--- config.mk ---
export PLATFORM = sky130hd
export DESIGN_NAME = sha256_msg_sched
export DESIGN_NICKNAME = d
export VERILOG_FILES = /design/src/rtl/sha256_msg_sched.sv
export SDC_FILE = /design/constraint.sdc
export NUM_CORES = 1
export LEC_CHECK = 0
export ABC_AREA = 1
export CORE_UTILIZATION = 57
export CTS_CLUSTER_DIAMETER = 120
export DETAILED_ROUTE_END_ITERATION = 10
export PLACE_DENSITY = 0.81
export SLEW_MARGIN = 5
export SYNTH_ARGS = -nofsm -noshare
export SYNTH_HDL_FRONTEND = slang
export SYNTH_SLANG_ARGS = --single-unit
--- constraint.sdc ---
create_clock -name clk -period 10.8 [get_ports clk]
set_clock_uncertainty 0.05 [all_clocks]
set_input_delay 1.62 -clock clk [delete_from_list [all_inputs] [get_ports clk]]
set_output_delay 1.62 -clock clk [all_outputs]
set_load 0.05 [all_outputs]
--- src/rtl/sha256_msg_sched.sv ---
// SHA-256 message schedule: loads W0..W15 through a handshake, then expands
// W16..W63 from a 16-word sliding window. Emits one word per cycle on the falling clock edge.
module sha256_msg_sched (
  input  logic        clk,
  input  logic        reset_n,
  input  logic        start,
  input  logic [31:0] msg_in,
  input  logic        msg_valid,
  output logic        msg_ready,
  output logic [31:0] w_out,
  output logic        w_valid,
  output logic [5:0]  round,
  output logic        control,
  output logic        busy,
  output logic        done
);

  typedef enum logic [1:0] {
    ST_IDLE,
    ST_LOAD,
    ST_EXPAND,
    ST_DONE
  } state_e;

  state_e              state_q, state_d;
  logic [5:0]          cnt_q, cnt_d;
  logic [15:0][31:0]   win_q, win_d;
  logic [31:0]         w_out_q, w_out_d;
  logic                w_valid_q, w_valid_d;
  logic [5:0]          round_q, round_d;
  logic                control_q, control_d;
  logic                busy_q, busy_d;
  logic                done_q, done_d;
  logic                shift_en;
  logic [31:0]         shift_word;
  logic [31:0]         expand_word;

  function automatic logic [31:0] sig0(input logic [31:0] x);
    return {x[6:0], x[31:7]} ^ {x[17:0], x[31:18]} ^ (x >> 3);
  endfunction

  function automatic logic [31:0] sig1(input logic [31:0] x);
    return {x[16:0], x[31:17]} ^ {x[18:0], x[31:19]} ^ (x >> 10);
  endfunction

  // win_q[0] is W[t-16], win_q[15] is W[t-1]
  assign expand_word = sig1(win_q[14]) + win_q[9] + sig0(win_q[1]) + win_q[0];
  assign win_d       = shift_en ? {shift_word, win_q[15:1]} : win_q;

  always_comb begin
    state_d    = state_q;
    cnt_d      = cnt_q;
    w_out_d    = w_out_q;
    round_d    = round_q;
    w_valid_d  = 1'b0;
    control_d  = 1'b0;
    busy_d     = busy_q;
    done_d     = 1'b0;
    shift_en   = 1'b0;
    shift_word = expand_word;
    case (state_q)
      ST_IDLE: begin
        if (start) begin
          state_d   = ST_LOAD;
          cnt_d     = 6'd0;
          control_d = 1'b1;
          busy_d    = 1'b1;
        end
      end
      ST_LOAD: begin
        if (msg_valid) begin
          shift_en   = 1'b1;
          shift_word = msg_in;
          w_out_d    = msg_in;
          round_d    = cnt_q;
          w_valid_d  = 1'b1;
          cnt_d      = cnt_q + 6'd1;
          if (cnt_q == 6'd15) state_d = ST_EXPAND;
        end
      end
      ST_EXPAND: begin
        // cnt wrapped to 0 on the W63 edge, so zero here means the block is finished
        if (cnt_q == 6'd0) begin
          state_d = ST_DONE;
          done_d  = 1'b1;
        end else begin
          shift_en  = 1'b1;
          w_out_d   = expand_word;
          round_d   = cnt_q;
          w_valid_d = 1'b1;
          cnt_d     = cnt_q + 6'd1;
        end
      end
      ST_DONE: begin
        state_d = ST_IDLE;
        busy_d  = 1'b0;
      end
      default: state_d = ST_IDLE;
    endcase
  end

  always_ff @(negedge clk or negedge reset_n) begin
    if (!reset_n) begin
      state_q   <= ST_IDLE;
      cnt_q     <= 6'd0;
      win_q     <= '0;
      w_out_q   <= 32'd0;
      w_valid_q <= 1'b0;
      round_q   <= 6'd0;
      control_q <= 1'b0;
      busy_q    <= 1'b0;
      done_q    <= 1'b0;
    end else begin
      state_q   <= state_d;
      cnt_q     <= cnt_d;
      win_q     <= win_d;
      w_out_q   <= w_out_d;
      w_valid_q <= w_valid_d;
      round_q   <= round_d;
      control_q <= control_d;
      busy_q    <= busy_d;
      done_q    <= done_d;
    end
  end

  assign msg_ready = (state_q == ST_LOAD);
  assign w_out     = w_out_q;
  assign w_valid   = w_valid_q;
  assign round     = round_q;
  assign control   = control_q;
  assign busy      = busy_q;
  assign done      = done_q;

endmodule
# Yosys cells after proc, flatten, opt, wreduce, memory -nomap -nowiden
# Index checks and enable logic that the tools add are counted.
# totals
reg_bits	562
in_bits	36
out_inout_bits	43
elab_cells	76
# classes
add_sub_neg	4
n_eq_ne	9
n_mux	26
bitwise_logic	4
n_reduce_logical	9
# ops
cell	n
$mux 32	4
$add 32x32->32	3
$pmux 32 s2	1
$xor 32x32->32	2
$xor 32x22->32	1
$xor 32x29->32	1
$mux 6	5
$pmux 6 s3	1
$pmux 6 s2	1
$mux 2	4
$ne 2x2->1 const B	4
$pmux 2 s4	1
$reduce_and 4->1	2
$mux 1	7
$add 6x1->6 const B	1
$eq 6x4->1 const B	1
$logic_not 6->1	1
$eq 2x2->1 const B	2
$pmux 1 s2	2
$reduce_bool 2->1	2
$reduce_and 3->1	1
$reduce_bool 3->1	1
$eq 2x1->1 const B	1
$logic_not 2->1	1
2 further kinds	2

# Longest topological paths before layout
# depth
word_depth	7
depth_mapped	21
ltp_nobuf	20

==> impl_metrics.py <==
metrics = {
    "worst_setup_path": {
        "end_kind": "primary output",
        "startpoint_type": "register",
        "required_ns": 9.13,
        "crit_slowest_cell": "clkdlybuf4s50_1",
        "critPathKind": "reg2out",
        "crit_path_max_fanout": 5,
        "cpPeakStageDelay_ns": 0.83,
        "crit_chain": "inv_1 > ha_1 > clkdlybuf4s50_1",
        "cp.arrival_ns": 7.53,
    },
    "place": {
        "placed_cells": 3732,
        "dp_hpwl_mm": 42.1,
        "gp_congestion": 0.971,
        "numPortBuffers": 78,
    },
    "timing": {
        "relSlewSlack_pct": 31.4,
        "worst-slew-pin-transition_ns": 1.03,
        "drv_slew": 0,
        "rsz0062_at_grt": "no",
        "tns_ns": 0,
        "hold_viol_final": 0,
        "setup_viol": 0,
    },
    "logic_synthesis": {
        "ys_ff_latch": 562,
        "synth-seq-area-share_pct": 52.5,
        "syn_nets": 3349,
        "syn_area_per_cell_sq_um": 8.34,
        "synth_warnings": 0,
        "syn_inst": 3214,
        "synth_cell_types": 36,
        "syn_area_sq_mm": 0.0268,
    },
    "routing": {
        "drt_iter0_drc": 1910,
        "viasPerCell": 5.23,
        "drc": 0,
        "postRouteAntennaNets": 0,
        "num_vias": 20100,
        "drt_first_pass_iters": 7,
        "wl_per_cell_microns": 16.3,
        "wl_mm": 62.4,
    },
    "die": {
        "die_w_microns": 219,
        "io_pins": 79,
        "die-area_sq_mm": 0.0479,
        "std_cell_rows": 79,
        "die_y_microns": 219,
        "initial_core_util_pct": 57.7,
        "core_sq_mm": 0.0465,
    },
    "finish": {
        "diodes": 0,
        "drive_above_1_share_pct": 3.78,
        "num-fill-cells": 3717,
        "area_growth_pct": 11.2,
        "final_util_pct": 64.1,
        "final_cell_mix": "nand2_1, dfrtn_1, inv_1, o21ai_0, a21oi_1",
        "stdcell_count": 3836,
        "final_common_cell": "nand2_1",
        "final_nets": 3318,
    },
    "global_routing": {
        "antenna_found_initial": 0,
        "grt.overflow.total": 0,
        "grt_pass1_wl_mm": 103,
        "grt_pass1_vias": 19700,
        "grt_max_degree": 230,
        "grt_use_total_pct": 27.4,
    },
    "cts": {
        "cts_root_buf": "clkbuf_16",
        "cts_tree": "yes",
        "cts_hold_buf": 0,
        "cts_setup_buffers": 0,
        "clock_latency_ns": 0.59,
        "cts_sinks": 562,
        "ctsLongestPathBuffers": 3,
        "clk_pin_slew_ns": 0.05,
        "cts-htree-levels": 2,
        "cts_resized": 0,
        "cts_buffers": 56,
    },
    "run": {
        "max-cap-violations": 0,
    },
    "min_path": {
        "min_path_type": "reg2reg",
    },
    "run_status": {
        "status": "complete, no violations",
    },
}
-- through the flow --
step           area, sq um  worst slack (ns)  hold WS, ns
4_1_cts              29800              1.60        0.360
6_report             29800              1.60        0.361
3_3_place_gp         27800              1.32        0.356
3_5_place_dp         27800              1.29        0.360
2_1_floorplan        26800              2.67        0.353
5_1_grt              29800              1.55        0.374
-- path summary, 6_finish.rpt --
kind	start	to	slack (ns)	depth (start not counted)
min in group asynchronous	reset_n	win_q[190]	6.34	1
hold / removal	win_q[72]	win_q[40]	0.36	2
setup / recovery	state_q[1]	msg_ready	1.60	3
hold reg to reg	win_q[72]	win_q[40]	0.36	2
max in group asynchronous	reset_n	win_q[406]	3.14	2
setup reg to reg	win_q[466]	win_q[501]	6.39	18
-- layout make-up --
type,instances,area (sq um),share of cell area [%]
Sequential cell,562,14100,47.2
Multi-Input combinational cell,2154,10700,35.9
Clock buffer,80,1620,5.45
Inverter,314,1190,3.98
Timing Repair Buffer,95,1060,3.57
Tap cell,607,759,2.55
Clock inverter,24,398,1.34
-- routing by layer --
metal	part of all wire [%]	global-route usage (%)	routed length (microns)
met2	47	43.2	29400
met5	0.093	0.938	58
met4	3.0	9.14	1860
met3	6.2	4.34	3850
met1	44	38.7	27300
-- cells in the mapped netlist, drive strengths merged --
| cell type | instances | area share [%] |
|---|---|---|
| a21oi | 101 | 1.9 |
| nand2 | 1436 | 20 |
| xnor2 | 67 | 2.2 |
| and3 | 1 | 0.023 |
| o21ai | 198 | 3.7 |
| and2 | 4 | 0.093 |
| inv | 314 | 4.4 |
| o21bai | 2 | 0.056 |
| a21o | 1 | 0.028 |
| ha | 37 | 1.7 |
| a31oi | 4 | 0.093 |
| a22oi | 1 | 0.028 |
| xor2 | 67 | 2.2 |
| a211oi | 2 | 0.056 |
| nand4 | 6 | 0.16 |
| nor2 | 77 | 1.1 |
| nand3b | 1 | 0.028 |
| o21a | 3 | 0.084 |
| o211ai | 1 | 0.028 |
| or2 | 2 | 0.047 |
| buf | 108 | 2.2 |
| nor3 | 9 | 0.21 |
| fa | 62 | 4.6 |
| clkbuf | 76 | 1.1 |
| nand3 | 67 | 1.3 |
| o31ai | 1 | 0.028 |
| o22ai | 4 | 0.093 |
| dfrtn | 562 | 52 |
-- critical path, delay by kind of cell, from the launching register on --
kind       cells  cell delay, ns
buf+inv        2            0.94
flops          1            0.39
fa+ha+maj      1            0.23
-- flip-flops by register name, indices dropped and copies added (netlist names) --
signal   count
done         1
w_out       32
win_q      512
control      1
cnt_q        6
busy         1
w_valid      1
round        6
state_q      2
-- cells by family after synthesis --
logic type | after synthesis | synth area share [%]
xor gates and xnor gates | 134 | 4.38
adders and majority gates | 99 | 6.36
AOI/OAI and AO/OA | 318 | 6.08
DFF | 562 | 52.5
and+or+nand+nor | 1603 | 23.1
buffers and inverters | 498 | 7.64
Power is left out: the tool's default activity adds up to more than one toggle a clock period on the data nets, which glitch-free logic cannot reach.
